### src/rtl/serial_adder.sv
// Bit-serial adder/subtractor.
// One full-adder bit is evaluated per clock, LSB first, with a single
// registered carry. An accepted operand pair spends exactly WIDTH cycles in
// RUN and then waits in DONE until the consumer takes the result. Subtraction
// is a + ~b + 1: the captured B operand is inverted and the carry starts at 1.
module serial_adder #(
  parameter int WIDTH = 8
) (
  input  logic             clk,
  input  logic             rst_n,
  input  logic             in_valid,
  output logic             in_ready,
  input  logic [WIDTH-1:0] a,
  input  logic [WIDTH-1:0] b,
  input  logic             sub,
  output logic             out_valid,
  input  logic             out_ready,
  output logic [WIDTH-1:0] s,
  output logic             co,
  output logic             ov
);

  // The counter counts 0..WIDTH and never wraps during an operation.
  localparam int             CW   = $clog2(WIDTH + 1);
  localparam logic [CW-1:0]  LAST = CW'(WIDTH - 1);

  typedef enum logic [1:0] {
    IDLE = 2'd0,
    RUN  = 2'd1,
    DONE = 2'd2
  } state_e;

  state_e           state_q, state_d;
  logic [WIDTH-1:0] a_q, a_d;
  logic [WIDTH-1:0] b_q, b_d;
  logic [WIDTH-1:0] s_q, s_d;
  logic [CW-1:0]    cnt_q, cnt_d;
  logic             carry_q, carry_d;
  logic             co_q, co_d;
  logic             ov_q, ov_d;

  // Full adder on the current LSBs and the registered carry.
  logic sum_bit;
  logic carry_out;
  assign sum_bit   = a_q[0] ^ b_q[0] ^ carry_q;
  assign carry_out = (a_q[0] & b_q[0]) | (carry_q & (a_q[0] ^ b_q[0]));

  // Sum bits enter at the MSB so that after WIDTH shifts s holds the result
  // in natural bit order. Written as shifts so that WIDTH=1 stays legal.
  logic [WIDTH-1:0] s_shift;
  assign s_shift = (s_q >> 1) | (WIDTH'(sum_bit) << (WIDTH - 1));

  // Next-state and datapath update for the IDLE/RUN/DONE sequence.
  always_comb begin
    // NOTE: every variable gets a default before the case so no path leaves
    // it unassigned; otherwise synthesis infers a latch.
    state_d = state_q;
    a_d     = a_q;
    b_d     = b_q;
    s_d     = s_q;
    cnt_d   = cnt_q;
    carry_d = carry_q;
    co_d    = co_q;
    ov_d    = ov_q;
    unique case (state_q)
      IDLE: begin
        if (in_valid) begin
          a_d     = a;
          b_d     = b ^ {WIDTH{sub}};
          carry_d = sub;
          cnt_d   = '0;
          state_d = RUN;
        end
      end
      RUN: begin
        s_d     = s_shift;
        a_d     = a_q >> 1;
        b_d     = b_q >> 1;
        carry_d = carry_out;
        cnt_d   = cnt_q + CW'(1);
        if (cnt_q == LAST) begin
          co_d    = carry_out;
          ov_d    = carry_q ^ carry_out;
          state_d = DONE;
        end
      end
      DONE: begin
        if (out_ready) state_d = IDLE;
      end
      default: state_d = IDLE;
    endcase
  end

  // State and datapath registers; reset discards any operation in flight.
  always_ff @(posedge clk or negedge rst_n) begin
    // NOTE: all registers here are small flops (no RAM), so each one is
    // reset; non-blocking assignments keep every flop sampling pre-edge values.
    if (!rst_n) begin
      state_q <= IDLE;
      a_q     <= '0;
      b_q     <= '0;
      s_q     <= '0;
      cnt_q   <= '0;
      carry_q <= 1'b0;
      co_q    <= 1'b0;
      ov_q    <= 1'b0;
    end else begin
      state_q <= state_d;
      a_q     <= a_d;
      b_q     <= b_d;
      s_q     <= s_d;
      cnt_q   <= cnt_d;
      carry_q <= carry_d;
      co_q    <= co_d;
      ov_q    <= ov_d;
    end
  end

  assign in_ready  = (state_q == IDLE);
  assign out_valid = (state_q == DONE);
  assign s         = s_q;
  assign co        = co_q;
  assign ov        = ov_q;

endmodule

### config.mk
export PLATFORM = sky130hd
export DESIGN_NAME = serial_adder
export DESIGN_NICKNAME = d
export VERILOG_FILES = /design/src/rtl/serial_adder.sv
export SDC_FILE = /design/constraint.sdc
export NUM_CORES = 1
export LEC_CHECK = 0
export ABC_AREA = 1
export ABC_CLOCK_PERIOD_IN_PS = 1160
export BUFFER_PORTS_ARGS = -buffer_cell sky130_fd_sc_hd__buf_2
export CAP_MARGIN = 20
export CORE_UTILIZATION = 45
export DETAILED_ROUTE_END_ITERATION = 8
export PLACE_DENSITY = 0.66
export SLEW_MARGIN = 20
export SYNTH_ARGS = -nofsm -noshare
export SYNTH_HDL_FRONTEND = slang
export SYNTH_SLANG_ARGS = --single-unit
### constraint.sdc
create_clock -name clk -period 1.16 [get_ports clk]
set_input_delay 0.174 -clock clk [delete_from_list [all_inputs] [get_ports clk]]
set_output_delay 0.174 -clock clk [all_outputs]
set_load 0.02 [all_outputs]
After elaboration in Yosys (flattened, before gate mapping)
Index checks and enable logic that the tools add are counted.

storage, ports and cells
  register bits after elaboration = 33
  input port bits = 21
  output and inout bits = 12
  word-level logic and storage cells = 40

cells by class
  add/subtract/negate cells = 1
  eq/ne operators = 6
  mux-type cells = 12
  bitwise operators = 8
  reduce and logical (&&, ||, !) cells = 5

operators by type and width
  cell                 count
  $pmux 8 s2           2
  $mux 8               2
  $or 7x8->8           1
  $pmux 4 s2           1
  $xor 8x8->8          1
  $mux 2               3
  $pmux 2 s3           1
  $add 4x1->4 const B  1
  $eq 4x3->1 const B   1
  $mux 4               1
  $ne 2x2->1 const B   2
  $reduce_and 2->1     2
  $reduce_and 3->1     1
  $xor 1x1->1          3
  $and 1x1->1          2
  $eq 2x1->1 const B   1
  $eq 2x2->1 const B   1
  $logic_not 2->1      1
  $ne 2x1->1 const B   1
  $pmux 1 s2           1
  $reduce_bool 2->1    1
  $mux 1               1
  $or 1x1->1           1

Longest topological paths before layout
  word-level depth = 4
  depth in mapped cells = 6
  gate-level depth less buffers = 6

Least setup slack after synthesis
No wires, ideal clock.

  path type = reg2reg
  start point = register a_q[0]
  end point = register ov_q, in the netlist ov
  library setup time = 116 ps
  arrival time = 1105 ps
  data required time = 1044 ps
  setup slack = -61 ps
  stages on the path, launching flop included = 5
  path buffers = 0
  period minus slack after synthesis = 1221 ps
  path through = dfrtp_1 -> fa_1 -> xor2_1 -> nand2_1 -> nand2_1

between the ends
  word-level cells in the longest chain between the ends = 4
  elaborated cells on any way between the ends = 5
  those cells by class = bitwise: 5

ends and longest elaborated chain
  element                 line  RTL
  start, declared         34    logic [WIDTH-1:0] a_q, a_d;
  start signal, assigned  100   a_q <= '0;
  start signal, assigned  109   a_q <= a_d;
  $xor 1x1->1             46    assign carry_out = (a_q[0] & b_q[0]) | (carry_q & (a_q[0] ^ b_q[0]));
  $and 1x1->1             46
  $or 1x1->1 *            46
  named net carry_out     44    logic carry_out;
  $xor 1x1->1 *           83    ov_d = carry_q ^ carry_out;
  end signal, assigned    115   ov_q <= ov_d;
  end, declared           40    logic ov_q, ov_d;

Mark *: on every way through the listed nets, which the timed path passes. The rest lies on a longest branch.
A chain may end at the register's enable or synchronous reset.

Worst setup path in the final report
  start point = register state_q[0]
  end point = output in_ready

between the ends
  word-level cells in the longest chain between the ends = 1

ends and longest elaborated chain
  element                 line  RTL
  start, declared         33    state_e state_q, state_d;
  start signal, assigned  108   state_q <= state_d;
  $logic_not 2->1         119   assign in_ready = (state_q == IDLE);
  end, declared           12    output logic in_ready,

No other way between the ends.

==> results.py <==
metrics = {
    "sta": {
        "worstMarginPinSlew_ns": 0.2172,
        "final_hold_viol_count": 0,
        "slew_violations": 0,
        "slew_headroom_pct": 85.52,
        "min_period_ns": 1.242,
        "worst_slack_ns": -0.08156,
        "rsz0062_at_grt": "true",
        "max_freq_ghz": 0.8054,
        "skew_ns": 0.005771,
        "post-route-period-util_pct": 107.0,
        "setup_viol": 9,
        "worst_hold_slack_ns": 0.02516,
    },
    "critical_path": {
        "critical_path_arrival_ns": 1.07,
        "crit_fanout": 5,
        "end_kind": "output pin",
        "setup.worst_path.class": "reg2out",
        "required_ns": 0.99,
        "reg2reg_slack_ns": -0.02,
        "cp-start-kind": "flop",
    },
    "power_and_ir_drop": {
        "power_frac_comb_pct": 50.0,
        "finalPower_uw": 5236,
        "leakage_uw": 0.001137,
        "vdd_drop_max_mv": 1.158,
        "powerDensity_mw_per_mm2": 2415,
        "clkPwrFrac_pct": 12.8,
        "p_int_uw": 3106,
        "power.net_switching_uw": 2130,
        "swShare_pct": 40.68,
        "pwr-share-seq_pct": 37.2,
    },
    "cells_and_area": {
        "antennaDiodeCount": 0,
        "syn2layout_area_growth_pct": 35.39,
        "final_common_cell": "nand2_1",
        "final_cell_area_mm2": 0.002168,
        "nets": 276,
        "layout-drive-gt1-share_pct": 32.02,
        "final_cell_mix": "nand2_1 (64), nand3_1 (44), dfrtp_1 (31)",
        "utilization_pct": 64.47,
    },
    "clock_network": {
        "cts-root-buf": "clkbuf_4",
        "clockBufferDepth": 2,
        "cts_tree": "done",
        "clk_latency_ns": 0.34,
        "cts_max_level": 2,
        "path_clk_slew_ns": 0.10,
        "clock-sinks": 33,
        "cts_made_buffers": 5,
    },
    "grt": {
        "gr-usage-all-layers_pct": 20.98,
        "grt_pass1_wl_mm": 5.664,
        "overflow": 0,
        "grt_antenna_before_repair": 0,
        "grt_max_degree": 34,
        "grt_pass1_vias": 1296,
    },
    "routing": {
        "via_per_inst": 4.913,
        "drc": 0,
        "final_antenna_net_count": 0,
        "dr_wl_met3_um": 147,
        "routedWlPerCell_um": 12.71,
        "dr_wl_met2_mm": 1.884,
        "met1_length_mm": 1.709,
        "drtPass1Iterations": 4,
        "via_count": 1469,
        "routed_wirelength_mm": 3.799,
        "first_iter_violations": 114,
        "top_layer": "met4",
    },
    "run_status": {
        "violations": "negative setup slack",
        "status": "finished, violations left",
    },
    "floorplanning": {
        "start_util_pct": 47.62,
        "chipHeight_um": 61.66,
        "core-area_mm2": 0.003363,
        "dieArea_mm2": 0.003801,
        "num_io_pins": 33,
        "dieWidth_um": 61.66,
        "row_count": 21,
    },
    "logic_synthesis": {
        "synth-seq-cells": 33,
        "yosys-top-cells-area": "dfrtp_1 (52%), nand2_1 (16%), nand3_1 (15%), inv_1 (3.3%), o21ai_0 (3.1%)",
        "yosysWarningCount": 0,
        "ys_types": 18,
        "netlist_instances": 198,
        "synth_nets": 221,
        "synth_top_area_cell": "dfrtp_1",
        "yosysSeqAreaShare_pct": 51.56,
        "yosys.area.top_type_share_pct": 51.56,
        "synthesis.area_mm2": 0.001602,
        "avgSynthCellArea_um2": 8.089,
    },
    "placed_design": {
        "placedInstanceArea_mm2": 0.001899,
        "place_ws_ns": -0.03446,
        "dpl.hpwl_mm": 2.294,
        "io_buffers": 32,
        "place.gp.congestion": 0.7730,
    },
    "flow_run": {
        "cap_violations": 0,
    },
    "min_path": {
        "hold_path.class": "in2reg",
    },
}
## flip-flops by register name, summed over array words and instances, names as in the netlist
signal,count
ov,1
cnt_q,4
carry_q,1
co,1
a_q,8
b_q,8
state_q,2
s,8
## worst paths after layout
kind                                        start                     end  cells after the start
max in group asynchronous                   rst_n  state_q[0]$_DFFE_PN0P_                      3
hold reg to reg                    co$_DFFE_PN0P_          co$_DFFE_PN0P_                      2
hold / removal                               a[7]      a_q[7]$_DFFE_PN0P_                      3
setup / recovery           state_q[0]$_DFFE_PN0P_                in_ready                      2
min in group asynchronous                   rst_n      b_q[5]$_DFFE_PN0P_                      3
setup reg to reg               a_q[0]$_DFFE_PN0P_          ov$_DFFE_PN0P_                      4
## power groups by stage
stage / Sequential [uW] / Clock [uW] / Combinational (uW)
finish: 1950 / 669 / 2620
global route: 2020 / 717 / 2910
CTS: 1920 / 674 / 2270
detailed placement: 1950 / 0 / 2110
global placement: 1940 / 0 / 2080
floorplan: 2100 / 0 / 1180
## cell usage after synthesis (all sizes together)
master and number:
nor2 6, inv 16, dfrtp 33, nand3 47, xor2 1, xnor2 1, fa 1, o31ai 1
ha 1, nand4 1, nand2 69, buf 9, o21ai 12
## through the flow
step | instances | setup TNS (ns)
2_1_floorplan | 198 | 0
3_3_place_gp | 280 | -0.01056
3_5_place_dp | 280 | -0.03446
4_1_cts | 295 | -0.1387
5_1_grt | 299 | -1.459
6_report | 299 | -0.2056
## repair_timing
item / 4_1_cts / 5_1_grt
hold buffers: 2 / 0
gates cloned: 0 / 2
gates resized for setup: 6 / 31
buffers inserted: 6 / 2
setup endpoints to repair: 3 / 33
endpoints found under the hold margin: 34 / 0
pin swaps: 6 / 7
## critical path, cell delays in order, from the launching register on
cell and delay (ns):
dfrtp_2 0.48, nor2_4 0.12, buf_6 0.13
## layout make-up
type / count / area [um^2]
repair buffers: 57 / 439.2
fillers: 308 / 1195
inverters: 16 / 62.56
flip-flops and latches: 33 / 828.3
well taps: 46 / 57.56
multi-input cells: 140 / 725.7
clock buffers: 7 / 55.05
## per-layer routing
metal | vias up | global-route usage [%]
li1 | 749 | -
met1 | 682 | 26.37
met2 | 32 | 34.56
met3 | 6 | 5.042
met4 | 0 | 8.889
met5 | - | 0
## kinds of logic (layout without fill, tap and decap cells)
kind of cell	count (synthesis)	in the layout	synth area share (%)
AO/OA/AOI/OAI	13	13	4.219
XOR/XNOR	2	2	1.094
adder cells (fa/ha/maj)	2	2	2.031
buffers and inverters	25	80	7.344
flip-flops	33	33	51.56
AND/OR/NAND/NOR	123	123	33.75
(Power assumes the default switching activity.)
